`src/rtl/mcpu_control_fsm.sv`:
```
// Multi-cycle control FSM for the 32-bit datapath: sequences IF/ID/EXE/MEM/WB and drives ALU and write-enable controls.
// Optional macro CTRL_ILLEGAL_TRAP_EN: unlisted opcodes park in TRAP; otherwise they retire as a 2-cycle NOP.
//
// state  | meaning
// -------+-----------------------------------------------
// IF     | 0000 fetch, load IR
// ID     | 0001 decode; jumps retire here
// EXE_LS | 0010 address calc for lw/sw
// MEM    | 0011 data memory access
// WB_LD  | 0100 load writeback
// EXE_BR | 0101 branch compare and resolve
// EXE_AL | 0110 ALU execute
// WB_AL  | 0111 ALU writeback
// HALT   | 1000 parked until reset
// TRAP   | 1001 illegal opcode, parked until reset
module mcpu_control_fsm #(
   parameter logic [5:0] HALT_OP = 6'b111111
) (
   input  logic       CLK,
   input  logic       RST,
   input  logic [5:0] opcode,
   input  logic       zero,
   output logic       PCWre,
   output logic       IRWre,
   output logic       ALUSrcA,
   output logic       ALUSrcB,
   output logic [2:0] ALUOp,
   output logic       ExtSel,
   output logic       RegWre,
   output logic [1:0] RegDst,
   output logic       WrRegDSrc,
   output logic       DBDataSrc,
   output logic       mRD,
   output logic       mWR,
   output logic [1:0] PCSrc,
   output logic [3:0] state
);

   typedef enum logic [3:0] {
      S_IF     = 4'b0000,
      S_ID     = 4'b0001,
      S_EXE_LS = 4'b0010,
      S_MEM    = 4'b0011,
      S_WB_LD  = 4'b0100,
      S_EXE_BR = 4'b0101,
      S_EXE_AL = 4'b0110,
      S_WB_AL  = 4'b0111,
      S_HALT   = 4'b1000,
      S_TRAP   = 4'b1001
   } state_t;

   localparam logic [5:0] OP_ADD  = 6'b000000, OP_SUB  = 6'b000001, OP_ADDI = 6'b000010;
   localparam logic [5:0] OP_OR   = 6'b010000, OP_AND  = 6'b010001, OP_ORI  = 6'b010010;
   localparam logic [5:0] OP_XOR  = 6'b010011, OP_SLL  = 6'b011000, OP_SLTU = 6'b100110;
   localparam logic [5:0] OP_SLT  = 6'b100111, OP_BEQ  = 6'b110100, OP_BLTZ = 6'b110110;
   localparam logic [5:0] OP_SW   = 6'b110000, OP_LW   = 6'b110001, OP_J    = 6'b111000;
   localparam logic [5:0] OP_JR   = 6'b111001, OP_JAL  = 6'b111010;

   state_t r_state;
   state_t w_next;
   logic   w_taken;
   logic   w_itype;

   always_ff @(posedge CLK) begin
      if (RST) r_state <= S_IF;
      else     r_state <= w_next;
   end

   assign state   = r_state;
   assign w_taken = (opcode == OP_BEQ) ? zero : ~zero;
   assign w_itype = (opcode == OP_ADDI) || (opcode == OP_ORI);

   always_comb begin
      w_next    = r_state;
      PCWre     = 1'b0;
      IRWre     = 1'b0;
      ALUSrcA   = 1'b0;
      ALUSrcB   = 1'b0;
      ALUOp     = 3'b000;
      ExtSel    = 1'b0;
      RegWre    = 1'b0;
      RegDst    = 2'b00;
      WrRegDSrc = 1'b0;
      DBDataSrc = 1'b0;
      mRD       = 1'b0;
      mWR       = 1'b0;
      PCSrc     = 2'b00;
      case (r_state)
         S_IF: begin
            IRWre  = 1'b1;
            w_next = S_ID;
         end
         S_ID: begin
            if (opcode == HALT_OP) begin
               w_next = S_HALT;
            end else begin
               case (opcode)
                  OP_ADD, OP_SUB, OP_ADDI, OP_OR, OP_AND, OP_ORI,
                  OP_XOR, OP_SLL, OP_SLTU, OP_SLT: w_next = S_EXE_AL;
                  OP_BEQ, OP_BLTZ:                 w_next = S_EXE_BR;
                  OP_SW, OP_LW:                    w_next = S_EXE_LS;
                  OP_J: begin
                     PCWre  = 1'b1;
                     PCSrc  = 2'b11;
                     w_next = S_IF;
                  end
                  OP_JR: begin
                     PCWre  = 1'b1;
                     PCSrc  = 2'b10;
                     w_next = S_IF;
                  end
                  OP_JAL: begin
                     PCWre     = 1'b1;
                     PCSrc     = 2'b11;
                     RegWre    = 1'b1;
                     RegDst    = 2'b00;
                     WrRegDSrc = 1'b0;
                     w_next    = S_IF;
                  end
                  default: begin
`ifdef CTRL_ILLEGAL_TRAP_EN
                     w_next = S_TRAP;
`else
                     PCWre  = 1'b1;
                     w_next = S_IF;
`endif
                  end
               endcase
            end
         end
         S_EXE_AL: begin
            case (opcode)
               OP_SUB:         ALUOp = 3'b001;
               OP_SLTU:        ALUOp = 3'b010;
               OP_SLT:         ALUOp = 3'b011;
               OP_SLL:         ALUOp = 3'b100;
               OP_OR, OP_ORI:  ALUOp = 3'b101;
               OP_AND:         ALUOp = 3'b110;
               OP_XOR:         ALUOp = 3'b111;
               default:        ALUOp = 3'b000;
            endcase
            ALUSrcA = (opcode == OP_SLL);
            ALUSrcB = w_itype;
            ExtSel  = (opcode == OP_ADDI);
            w_next  = S_WB_AL;
         end
         S_WB_AL: begin
            RegWre    = 1'b1;
            WrRegDSrc = 1'b1;
            RegDst    = w_itype ? 2'b01 : 2'b10;
            PCWre     = 1'b1;
            w_next    = S_IF;
         end
         S_EXE_BR: begin
            ALUOp  = (opcode == OP_BEQ) ? 3'b001 : 3'b011;
            PCWre  = 1'b1;
            PCSrc  = w_taken ? 2'b01 : 2'b00;
            w_next = S_IF;
         end
         S_EXE_LS: begin
            ALUSrcB = 1'b1;
            ExtSel  = 1'b1;
            w_next  = S_MEM;
         end
         S_MEM: begin
            if (opcode == OP_LW) begin
               mRD    = 1'b1;
               w_next = S_WB_LD;
            end else begin
               mWR    = 1'b1;
               PCWre  = 1'b1;
               w_next = S_IF;
            end
         end
         S_WB_LD: begin
            RegWre    = 1'b1;
            RegDst    = 2'b01;
            DBDataSrc = 1'b1;
            WrRegDSrc = 1'b1;
            PCWre     = 1'b1;
            w_next    = S_IF;
         end
         S_HALT:  w_next = S_HALT;
         S_TRAP:  w_next = S_TRAP;
         default: w_next = S_IF;
      endcase
      // Reset overrides everything so an aborted instruction cannot write.
      if (RST) begin
         PCWre  = 1'b0;
         IRWre  = 1'b0;
         RegWre = 1'b0;
         mRD    = 1'b0;
         mWR    = 1'b0;
         ALUOp  = 3'b000;
         PCSrc  = 2'b00;
      end
   end

endmodule

```
`config.mk`:
```
export PLATFORM = sky130hd
export DESIGN_NAME = mcpu_control_fsm
export DESIGN_NICKNAME = d
export VERILOG_FILES = /design/src/rtl/mcpu_control_fsm.sv
export SDC_FILE = /design/constraint.sdc
export NUM_CORES = 1
export LEC_CHECK = 0
export BUFFER_PORTS_ARGS = -buffer_cell sky130_fd_sc_hd__buf_2
export CORE_MARGIN = 2
export CORE_UTILIZATION = 48
export DETAILED_ROUTE_END_ITERATION = 8
export GPL_TIMING_DRIVEN = 0
export PLACE_DENSITY_LB_ADDON = 0.05
export SKIP_LAST_GASP = 1
export SLEW_MARGIN = 30
export SYNTH_ARGS = -nofsm -noshare
export SYNTH_HDL_FRONTEND = slang
export SYNTH_SLANG_ARGS = --single-unit
```
`constraint.sdc`:
```
create_clock -name CLK -period 3.8 [get_ports CLK]
set_input_delay 0.38 -clock CLK [delete_from_list [all_inputs] [get_ports CLK]]
set_output_delay 0.38 -clock CLK [all_outputs]
set_load 0.03 [all_outputs]
```
======== Word-level counts from Yosys, hierarchy flattened ========
Index checks and enable logic that the tools add are counted.
cells by class
  reduce and logical (&&, ||, !) cells .... 11
  eq/ne operators ......................... 26
  bitwise operators ....................... 1
  multiplexer cells ....................... 37
operator list
  kind                  number
  $eq A6 B6 Y1 const B  10
  $eq A6 B5 Y1 const B  5
  $pmux W4 S7           1
  $pmux W3 S7           1
  $mux W1               19
  $eq A4 B3 Y1 const B  4
  $reduce_or A14 Y1     1
  $pmux W2 S2           3
  $reduce_or A10 Y1     1
  $reduce_or A2 Y1      5
  $pmux W3 S3           1
  $eq A4 B2 Y1 const B  2
  $eq A4 B4 Y1 const B  2
  $mux W2               4
  $eq A6 B1 Y1 const B  1
  $eq A6 B2 Y1 const B  1
  $logic_not A6 Y1      1
  $mux W3               2
  $pmux W1 S2           3
  $pmux W3 S2           1
  $eq A4 B1 Y1 const B  1
  $logic_not A4 Y1      1
  $mux W4               1
  $pmux W1 S3           1
  3 further kinds       3
storage, ports and cells
  bits in registers ....................... 4
  input port bits ......................... 9
  word-level logic and storage cells ...... 76
  output and inout port bits .............. 21

======== Depth between registers and ports, before layout ========
  depth after elaboration ................. 6
  gate-level depth with buffers ........... 5

======== Least setup slack after synthesis ========
OpenSTA, ideal clock, no wires.
  kind .................................... register -> output
  start ................................... reg r_state[1] (netlist: state[1])
  end ..................................... out ALUSrcA
  cell stages (with the launch flop) ...... 6
  path buffers ............................ 1
  required time ........................... 3.420 ns
  setup slack ............................. 1.444 ns
  arrival ................................. 1.976 ns
  cells stage by stage .................... dfxtp_1 > buf_2 > inv_2 > nor2_1 > nand3_1 > nor4_1
between the ends
  word-level cells in the longest chain between the ends .. 2
ends and longest elaborated chain
  element                   line  RTL
  start: declaration        59    state_t r_state;
  start signal: assignment  66    else r_state <= w_next;
  $eq A4 B3 Y1              88    case (r_state)
  $mux W1                   88
  end: declaration          25    output logic ALUSrcA,
No other way between the ends.

======== Worst setup path after layout ========
  start ................................... reg r_state[2] (netlist: state[2])
  end ..................................... out RegWre
between the ends
  word-level cells in the longest chain between the ends .. 4
  elaborated cells on any way between the ends .. 6
  those cells by class .................... 3 x eq/ne; 2 x mux; 1 x reduce/logical
ends and longest elaborated chain
  element                     line  RTL
  $eq A4 B3 Y1                88
  $reduce_or A2 Y1 (no line)  --
  $pmux W1 S2 (*)             88
  $mux W1 (*)                 188   if (RST) begin
  end: declaration            29    output logic RegWre,
Every way passes the cells marked *; elsewhere a longest branch is shown, timed or not.

==> metrics.md <==
| Metric | Value |
|---|---|
| Cells after DPL | `~150` |
| Sequential-to-total area share from yosys stat | `11.6%` |
| CTS root buffer | `clkbuf_4` |
| Most common cell in the synthesized netlist | `nor2_1` |
| Vias in the first global route | `769` |
| Final Slew Violations | `0` |
| Library cells used by synthesis | `41` |
| Final #Nets | `144` |
| Final critical-path share of the clock period | `between 50% and 60%` |
| Startpoint Class | `flop` |
| WL/cell | `around 13 um` |
| Syn. warnings | `0` |
| Antenna cells | `0` |
| Synth top area share | `a little under an eighth` |
| Drt pass-1 iters | `4` |
| # fillers | `about 130` |
| Share of layout cells above drive strength 1 | `36.1%` |
| VDD IR-drop max | `slightly below 0.2 mV` |
| Outcome | `finished, final reports clean` |
| Crit path DAT | `roughly 1.9 ns` |
| CTS tree | `yes` |
| Hold WS | `between 0.4 and 0.5 ns` |
| PortBufs | `29` |
| Clock skew | `roughly 0.0055 ns` |
| Ports | `30` |
| # DRC | `0` |
| Worst setup EP type | `output pin` |
| Cell Count, Final, Fillers Out | `between 100 and 150` |
| Max_cap viols | `0` |
| Post-DP HPWL | `~1500 um` |
| Vias/cell | `around 6.1` |
| Cts hold-fix bufs | `0` |
| Core Rows | `13` |
| Global Route Usage Sum | `around a quarter` |
| Chip height | `around 42 um` |
| Drt total wl | `~2000 um` |
| Number of synthesized flops with an enable pin | `0` |
| Synth cell count leaders | `9 x nor2_1, 8 x nand3_1, 7 x nand2_1, 7 x nand2b_1, 6 x a21oi_1` |
| Setup TNS | `0 ns` |
| Longest Clk Path Bufs | `2` |
| Worst hold path type | `in2reg` |
| Max Fclk | `about 440 MHz` |
| Area grow syn2layout | `26.9%` |
| Post-Synthesis Cell Area | `693 um^2` |
| Pleak | `0.414 nW` |
| Die X | `approximately 42 um` |
| Clock Sinks | `4` |
| Clk_lat worst skew | `0.24 ns` |
| Largest area contributor in the netlist | `dfxtp_1` |
| Main synth FF type | `dfxtp_1` |
| Post-CTS Resized | `0` |
| Final setup viols | `0` |
| DRT antenna net count | `0` |
| First-pass GRT wire length | `roughly 3400 um` |
| Grt ovf | `0` |
| Post-layout minimum cycle time | `between 2 and 2.5 ns` |
| Yosys reg bits | `4` |
| Worst setup path category | `reg2out` |
| Relative slew slack | `64.0%` |
| Initial antenna violation count | `0` |
| Syn Area/Cell | `6.86 um^2` |
| Vias | `908` |
| Largest net degree at the start of global routing | `11` |
| Actual slew at the worst max-slew pin | `approximately 0.54 ns` |
| RSZ-0062 raised after global routing | `false` |
| Post-CTS setup buffer count | `0` |
| Final hold vios | `0` |
| Max FFs per register | `4` |
| Gp weighted congestion | `roughly 0.81` |
| CP Max Fanout | `10` |
| Synth top area cells | `dfxtp_1 12%, nand2b_1 6.3%, nand3_1 5.8%` |
| Area of the core | `~1300 um^2` |
| Worst-path clk slew | `0.04 ns` |
| WP data required | `roughly 3.4 ns` |
| Starting Density | `52.6%` |
| Cells after synthesis | `around 100` |
| DRT iter0 DRCs | `27` |
| Syn Nets | `110` |
| Pwr per Cell Area | `between 150 and 200 nW/um^2` |
| Inserted Clock Buffers | `3` |
| FFs w/ async S/R, synth | `0%` |
| Die Footprint | `between 1500 and 2000 um^2` |
| H-tree depth | `1` |
## path summary, 6_finish.rpt
path,slack [ns],startpoint,depth (start not counted),endpoint
worst max-delay path,1.52,state[2],6,RegWre
worst min-delay path,0.45,RST,2,state[0]
worst max register to register,2.44,state[0],4,state[2]
worst min register to register,0.61,state[2],2,state[3]
## per-stage QoR
step	total power [mW]	worst slack (ns)	cell area [um^2]	util, %
2_1_floorplan	0.0980	1.44	693	-
3_5_place_dp	0.118	1.64	857	65.1
6_report	0.174	1.52	880	66.8
3_3_place_gp	0.117	1.73	857	65.1
5_1_grt	0.184	1.43	880	66.8
4_1_cts	0.173	1.53	880	66.8
## critical path, stage by stage (launching register included)
cell and delay (ns):
dfxtp_1 0.31, buf_6 0.14, nor3_4 0.25, nand2_2 0.12, or3_4 0.40, o32ai_2 0.20
buf_2 0.23
## power breakdown
| part | total [mW] | internal [mW] | switching [mW] |
|---|---|---|---|
| logic | 0.0731 | 0.0256 | 0.0476 |
| registers | 0.0455 | 0.0440 | 0.00146 |
| clock network | 0.0553 | 0.0355 | 0.0198 |
## cell families after synthesis
group	count (synthesis)	synth area share (%)
AOI/OAI and AO/OA	26	28.9
DFF	4	11.6
xor gates and xnor gates	1	1.26
and+or+nand+nor	56	48.2
buffers and inverters	14	10.1
## cell type report
cell class / count / area (um^2) / area share [%]
repair buffers: 29 / 145 / 16.5
flip-flops and latches: 4 / 80.1 / 9.10
multi-input cells: 83 / 543 / 61.7
well taps: 15 / 18.8 / 2.13
clock buffers: 3 / 22.5 / 2.56
inverters: 4 / 15.0 / 1.71
plain buffers: 10 / 55.1 / 6.26
## routing by layer
metal  track usage [%]  vias up  share of wire (%)
li1                  -      441                  -
met1              31.8      424                 45
met2              37.5       38                 47
met3              6.47        5                6.2
met4              5.16        0                1.5
met5                 0        -                  0
## cell usage in the layout (no fill, tap or decap), drive strengths merged, types with 2 or more instances in the layout
| cell | n |
|---|---|
| clkbuf | 5 |
| or3 | 5 |
| o22ai | 2 |
| nor3 | 3 |
| dfxtp | 4 |
| or2b | 2 |
| buf | 37 |
| nand4 | 2 |
| a21oi | 6 |
| inv | 4 |
| nand3 | 8 |
| nor2b | 2 |
| nand2b | 7 |
| a211oi | 5 |
| o21a | 2 |
| and2b | 2 |
| a31oi | 4 |
| nand2 | 8 |
| nor2 | 9 |
| nor4 | 3 |
Note: power is estimated with default switching activity, not from simulation.
